## config.mk

```make
export PLATFORM = sky130hd
export DESIGN_NAME = operand_fetch
export DESIGN_NICKNAME = d
export VERILOG_FILES = /design/src/rtl/operand_fetch.sv
export SDC_FILE = /design/constraint.sdc
export NUM_CORES = 1
export LEC_CHECK = 0
export BUFFER_PORTS_ARGS = -buffer_cell sky130_fd_sc_hd__buf_2
export CAP_MARGIN = 20
export CORE_AREA = 2 2 86 105
export DETAILED_ROUTE_END_ITERATION = 8
export DIE_AREA = 0 0 88 107
export PLACE_DENSITY_LB_ADDON = 0.25
export SKIP_CTS_REPAIR_TIMING = 1
export SLEW_MARGIN = 20
export SYNTH_ARGS = -nofsm -noshare
export SYNTH_HDL_FRONTEND = slang
export SYNTH_SLANG_ARGS = --single-unit
```

## constraint.sdc

```tcl
create_clock -name clk -period 2.4 [get_ports clk]
set_input_delay 0.36 -clock clk [delete_from_list [all_inputs] [get_ports clk]]
set_output_delay 0.36 -clock clk [all_outputs]
set_load 0.01 [all_outputs]
```

## src/rtl/operand_fetch.sv

```systemverilog
// Operand-fetch stage: reads sources with write-to-read bypass, tracks pending writes
// per register, stalls on RAW/WAW hazards and holds operands in a one-entry register.
module operand_fetch #(
  parameter int unsigned DATA_W = 16,
  parameter int unsigned ADDR_W = 4,
  parameter int unsigned OP_W   = 4
) (
  input  logic              clk,
  input  logic              rst_n,
  input  logic              id_valid,
  output logic              id_ready,
  input  logic [OP_W-1:0]   id_opcode,
  input  logic [ADDR_W-1:0] id_rd,
  input  logic              id_rd_we,
  input  logic [ADDR_W-1:0] id_rs1,
  input  logic [ADDR_W-1:0] id_rs2,
  output logic [ADDR_W-1:0] rs1_addr,
  output logic [ADDR_W-1:0] rs2_addr,
  input  logic [DATA_W-1:0] rs1_rdata,
  input  logic [DATA_W-1:0] rs2_rdata,
  input  logic              wb_en,
  input  logic [ADDR_W-1:0] wb_addr,
  input  logic [DATA_W-1:0] wb_data,
  output logic              rd_en,
  output logic [ADDR_W-1:0] rdaddr,
  output logic [DATA_W-1:0] rd_wdata,
  output logic              ex_valid,
  input  logic              ex_ready,
  output logic [OP_W-1:0]   ex_opcode,
  output logic [ADDR_W-1:0] ex_rd,
  output logic              ex_rd_we,
  output logic [DATA_W-1:0] ex_rs1_data,
  output logic [DATA_W-1:0] ex_rs2_data
);

  localparam int unsigned NumRegs = 1 << ADDR_W;

  logic [NumRegs-1:0] pend_q, pend_d;
  logic               ex_valid_q;
  logic [OP_W-1:0]    ex_opcode_q;
  logic [ADDR_W-1:0]  ex_rd_q;
  logic               ex_rd_we_q;
  logic [DATA_W-1:0]  ex_rs1_q, ex_rs2_q;

  logic              wb_hit1, wb_hit2, wb_hit_rd;
  logic              raw1, raw2, waw, hazard, accept;
  logic [DATA_W-1:0] src1, src2;

  assign rs1_addr = id_rs1;
  assign rs2_addr = id_rs2;
  assign rd_en    = wb_en;
  assign rdaddr   = wb_addr;
  assign rd_wdata = wb_data;

  assign wb_hit1   = wb_en && (wb_addr == id_rs1);
  assign wb_hit2   = wb_en && (wb_addr == id_rs2);
  assign wb_hit_rd = wb_en && (wb_addr == id_rd);

  // Register 0 reads zero even when a writeback targets it.
  always_comb begin
    src1 = rs1_rdata;
    if (id_rs1 == '0)  src1 = '0;
    else if (wb_hit1)  src1 = wb_data;
    src2 = rs2_rdata;
    if (id_rs2 == '0)  src2 = '0;
    else if (wb_hit2)  src2 = wb_data;
  end

  assign raw1     = (id_rs1 != '0) && pend_q[id_rs1] && !wb_hit1;
  assign raw2     = (id_rs2 != '0) && pend_q[id_rs2] && !wb_hit2;
  assign waw      = id_rd_we && (id_rd != '0) && pend_q[id_rd] && !wb_hit_rd;
  assign hazard   = raw1 || raw2 || waw;
  assign id_ready = (!ex_valid_q || ex_ready) && !hazard;
  assign accept   = id_valid && id_ready;

  // A new producer on the same cycle as the old one's writeback keeps the entry set.
  always_comb begin
    pend_d = pend_q;
    for (int unsigned r = 1; r < NumRegs; r++) begin
      if (accept && id_rd_we && (id_rd == ADDR_W'(r))) begin
        pend_d[r] = 1'b1;
      end else if (wb_en && (wb_addr == ADDR_W'(r))) begin
        pend_d[r] = 1'b0;
      end
    end
    pend_d[0] = 1'b0;
  end

  always_ff @(posedge clk) begin
    if (!rst_n) begin
      pend_q      <= '0;
      ex_valid_q  <= 1'b0;
      ex_opcode_q <= '0;
      ex_rd_q     <= '0;
      ex_rd_we_q  <= 1'b0;
      ex_rs1_q    <= '0;
      ex_rs2_q    <= '0;
    end else begin
      pend_q <= pend_d;
      if (accept) begin
        ex_valid_q  <= 1'b1;
        ex_opcode_q <= id_opcode;
        ex_rd_q     <= id_rd;
        ex_rd_we_q  <= id_rd_we;
        ex_rs1_q    <= src1;
        ex_rs2_q    <= src2;
      end else if (ex_ready) begin
        ex_valid_q <= 1'b0;
      end
    end
  end

  assign ex_valid    = ex_valid_q;
  assign ex_opcode   = ex_opcode_q;
  assign ex_rd       = ex_rd_q;
  assign ex_rd_we    = ex_rd_we_q;
  assign ex_rs1_data = ex_rs1_q;
  assign ex_rs2_data = ex_rs2_q;

endmodule

```

=== Word-level counts from Yosys, hierarchy flattened ===
Index checks and enable logic that the tools add are counted.

* Flip-flop bits (word level): 58
* Bits in latches: 0
* RAM bits: 0
* ROM bits: 0
* Input port bits: 74
* Output and inout port bits: 72
* Logic and storage cells: 172
* Memories kept: 0

* Add/subtract/negate cells: 0
* $mul: 0
* Div/mod/pow operators: 0
* Magnitude comparators: 3
* Equality and inequality tests: 33
* Shift-type cells: 0
* Mux-type cells: 42
* Bitwise gates (word level): 0
* Reduce and logical (&&, ||, !) cells: 72

{| class="wikitable"
|+ Operator list
! operator !! count
|-
| 4-bit equality test (second input constant) || 16
|-
| 16-bit 2-to-1 mux || 4
|-
| 1-bit logical AND || 43
|-
| 1-bit 2-to-1 mux || 35
|-
| 4-bit by 3-bit equality test with 1-bit output (second input constant) || 8
|-
| 2-bit nonzero test || 16
|-
| 4-bit by 2-bit equality test with 1-bit output (second input constant) || 4
|-
| 4-bit by 5-bit less-than comparator with 1-bit output (second input constant) || 3
|-
| 1-bit binary-select mux with 4-bit select || 3
|-
| 4-bit equality test || 3
|-
| 4-bit nonzero test || 3
|-
| 4-bit by 1-bit equality test with 1-bit output (second input constant) || 2
|-
| 4-bit zero test || 2
|-
| 1-bit zero test || 5
|-
| 1-bit logical OR || 3
|}

=== Longest topological paths before layout ===
* Word-level depth: 12
* Gate-level depth with buffers: 9
* Depth with buffers taken out: 7

=== Worst setup path after synthesis ===
No wires, ideal clock.

* Path kind: input-to-output
* From: input port id_rs1[0]
* To: output port id_ready
* Arrival: 2,068 ps
* Required time: 2,040 ps
* Path slack: -28 ps
* Cell stages on the path: 9
* Buffers on the path: 2
* Path through: buf_2 -> and3b_1 -> a2111oi_0 -> a311o_1 -> or4_1 -> and3_4 -> nand2_2 -> buf_2 -> inv_2

* Word-level cells in the longest chain between the ends: 8
* Elaborated cells on any way between the ends: 12
* Classes of those cells: eq/ne (1); mux (2); reduce/logical (9)

{| class="wikitable"
|+ Ends and longest elaborated chain
! item !! line !! text
|-
| start, declared || 15 || <nowiki>input logic [ADDR_W-1:0] id_rs1,</nowiki>
|-
| 1-bit binary-select mux with 4-bit select / 4-bit equality test (equally long branches) || 69, 55 ||
|-
| 1-bit 2-to-1 mux (implied by the code) / 1-bit logical AND (equally long branches) || 69, 55 ||
|-
| 1-bit logical AND / 1-bit zero test (equally long branches) || 69 || <nowiki>assign raw1 = (id_rs1 != '0) && pend_q[id_rs1] && !wb_hit1;</nowiki>
|-
| 1-bit logical AND * || 69 ||
|-
| 1-bit logical OR * (2 in series) || 72 || <nowiki>assign hazard = raw1 || raw2 || waw;</nowiki>
|-
| 1-bit zero test * || 73 || <nowiki>assign id_ready = (!ex_valid_q || ex_ready) && !hazard;</nowiki>
|-
| 1-bit logical AND * || 73 ||
|-
| end, declared || 11 || <nowiki>output logic id_ready,</nowiki>
|}

Mark *: on every way between the ends. The rest lies on a longest branch, timed or not. The select of a mux whose other input is x is not followed.

=== Worst setup path in the final report ===
* From: register pend_q[2]
* To: output port id_ready

* Word-level cells in the longest chain between the ends: 8
* Elaborated cells on any way between the ends: 16
* Classes of those cells: mux (6); reduce/logical (10)

{| class="wikitable"
|+ Ends and longest elaborated chain
! item !! line !! text
|-
| start, declared || 38 || <nowiki>logic [NumRegs-1:0] pend_q, pend_d;</nowiki>
|-
| start signal, assigned || 99 || <nowiki>pend_q <= pend_d;</nowiki>
|-
| 1-bit binary-select mux with 4-bit select (on tied branches) || 69, 70 ||
|-
| 1-bit 2-to-1 mux (on tied branches) || 69, 70 ||
|-
| 1-bit logical AND (on tied branches) (2 in series) || 69, 70 ||
|-
| 1-bit logical OR || 72 ||
|-
| 1-bit logical OR * || 72 ||
|-
| 1-bit zero test * || 73 ||
|-
| 1-bit logical AND * || 73 ||
|}

Marks and branches as above.

==> impl_metrics.py <==
metrics = {
    "floorplanning": {
        "design.core.area_sq_um": 8380,
        "die_x_microns": 88,
        "fp.dieArea_sq_um": 9420,
        "rows": 37,
        "initial_core_util": 0.433,
        "io_pins": 146,
        "die_y_microns": 107,
    },
    "place": {
        "place.gp.congestion": 0.913,
        "dp_hpwl_microns": 7270,
        "io_buffer_count": 145,
        "dp_cells": 610,
    },
    "logic_synthesis": {
        "syn_inst": 387,
        "yosys_register_bits": 57,
        "synth.area.top_cells": "dfxtp_1 31%, mux2i_1 12%, mux2_2 11%, nand2_1 9.5%, buf_4 6.0%",
        "ys_warn_count": 0,
        "synth_most_common_cell": "nand2_1",
        "synth-edff-count": 0,
        "synthFlopType": "dfxtp_1",
        "synthArstFlopShare": 0,
        "synth_area_per_cell_sq_um": 9.38,
        "yosysTopAreaCell": "dfxtp_1",
        "synth_top_area_frac": 0.314,
        "syn_nets": 461,
        "synth.distinct_cells": 51,
        "yosysSeqAreaShare": 0.314,
        "synth_common_cells": "92 x nand2_1, 57 x dfxtp_1, 44 x mux2i_1, 34 x mux2_2, 29 x buf_4",
        "syn_area_sq_um": 3630,
    },
    "drt": {
        "wl_microns": 9760,
        "drtIter0Drc": 93,
        "ant_nets": 0,
        "avgViaCountPerCell": 5.22,
        "drt-pass1-iter-count": 4,
        "via_count": 3270,
        "wl_per_cell_microns": 15.6,
        "drc": 0,
    },
    "global_routing": {
        "grtUsageMet2": 0.356,
        "grt_overflow_total": 0,
        "grt_pass1_wl_microns": 15600,
        "globalRouteMet1Util": 0.256,
        "grt_pass1_vias": 3182,
        "gr-usage-met3": 0.0400,
        "grt_max_degree": 27,
        "busiest_layer": "met2",
        "track_usage": 0.211,
        "antenna_found_initial": 0,
    },
    "sta": {
        "setup_viol": 1,
        "finalHoldViolCount": 0,
        "finalMaxSlewViolations": 0,
        "fin_skew_ns": 0.00970,
        "slew_headroom": 0.561,
        "max_slew.worst_pin.slew_ns": 0.658,
        "min_period_ns": 2.42,
        "min_period_over_period": 1.01,
        "fin_ws_ns": -0.0233,
        "grt_setup_unrepaired": "true",
        "max_freq_ghz": 0.413,
        "hold_slack_ns": 0.273,
        "setup_tns_ns": -0.0233,
    },
    "critical_path": {
        "max_stage_delay_ns": 0.42,
        "crit_start": "pend_q[2]",
        "worstRegToRegCells": 9,
        "worstPathRequired_ns": 2.04,
        "crit_type": "flop to primary output",
        "crit_path_top_delay_cell": "or4_4",
        "end_kind": "primary output",
        "crit_fanout": 4,
        "crit_path_start_kind": "flop",
        "r2r-start": "pend_q[2]",
        "worstPathCellList": "and3b_2 -> a2111oi_4 -> a311o_1 -> or4_4 -> and3_4 -> nand2_4 -> inv_2 -> buf_6",
        "cp.arrival_ns": 2.06,
    },
    "job": {
        "drv_cap": 0,
    },
    "worst_hold_path": {
        "hold_start": "id_opcode[1]",
        "hold_depth": 3,
        "min-delay-path-class": "primary input to flop",
    },
    "cts": {
        "numCtsBuffers": 9,
        "clockBufferDepth": 2,
        "path_clk_slew_ns": 0.06,
        "cts_tree": "done",
        "clock-sinks": 57,
        "htreeDepth": 3,
        "root_buffer": "clkbuf_8",
        "clkLatencyLatePin_ns": 0.33,
    },
    "cells_and_area": {
        "nets": 579,
        "drive_gt1_frac": 0.476,
        "area_delta_synth_final_pct": 25.1,
        "antenna_cells": 0,
        "final_cells": 627,
    },
    "outcome": {
        "status": "finished, violations left",
        "violations": "setup timing",
    },
    "pwr": {
        "powerDensity_nw_per_um2": 568,
        "finalPower_w": 0.00258,
        "peakVddDrop_v": 0.000354,
        "total_leakage_power_nw": 2.17,
    },
}
==> through the flow <==
step,worst slack [ns],util,instance area [sq um]
global placement,0.0417,0.507,4250
finish,-0.0233,0.542,4540
CTS,-0.217,0.534,4470
floorplan,0.0108,-,3630
detailed placement,-0.000838,0.507,4250
global route,-0.0745,0.542,4540
==> state kept, by name, summed over array words and instances, names as in the netlist <==
name         count
ex_rs1_data     16
ex_rs2_data     16
pend_q          15
ex_opcode        4
ex_rd            4
ex_rd_we         1
ex_valid         1
==> path summary, 6_finish.rpt <==
kind | end | slack [ns]
worst min register to register | ex_rs1_data[12] | 0.45
worst min-delay path | ex_opcode[1] | 0.27
worst max register to register | ex_opcode[0] | 0.12
worst max-delay path | id_ready | -0.02
==> power breakdown <==
group / internal (W) / leakage [nW] / switching, W
combinational: 0.000266 / 1.59 / 0.000303
clock: 0.000622 / 0.116 / 0.000365
sequential: 0.000997 / 0.470 / 0.0000284
==> kinds of logic after synthesis <==
| family | Yosys count | share of synthesized area |
|---|---|---|
| buffers and inverters | 60 | 0.119 |
| AO/OA/AOI/OAI | 48 | 0.104 |
| multiplexers | 87 | 0.276 |
| flip-flops | 57 | 0.314 |
| AND/OR/NAND/NOR | 124 | 0.160 |
| XOR/XNOR | 11 | 0.0265 |
==> cell usage in the layout (no fill, tap or decap), types with 2 or more instances in the layout <==
cell	count
buf_2	144
nand2_1	92
dfxtp_1	49
mux2i_1	44
mux2_2	34
buf_4	17
o31ai_1	16
clkbuf_8	14
o211ai_1	12
mux4_2	7
xor2_1	6
xnor2_1	5
nor2_1	4
dfxtp_4	4
dfxtp_2	4
nand3b_1	3
nand2b_1	3
nand3_1	3
o311ai_0	3
inv_1	2
a31oi_1	2
nand4_1	2
nor2b_1	2
or3_1	2
nor3b_1	2
mux2_4	2
o41a_1	2
buf_12	2
==> critical path: cells and delay by family (launching register included) <==
family	cells	cell delay, ns
AND/OR/NAND/NOR	4	0.87
flip-flops	1	0.38
AO/OA/AOI/OAI	2	0.37
buffers and inverters	2	0.13
==> routing by layer <==
metal,vias to the layer above,part of all wire,wire length (microns)
met5,-,0,0
met4,0,0.027,267
met3,22,0.063,614
met2,138,0.50,4860
met1,1522,0.41,4010
li1,1588,-,-
==> layout make-up <==
class	count	area, sq um
Timing Repair Buffer	164	900
Fill cell	794	3840
Multi-Input combinational cell	270	2100
Inverter	3	11.3
Clock inverter	1	30.0
Sequential cell	57	1160
Clock buffer	15	196
Tap cell	117	146
(Power assumes the default switching activity.)
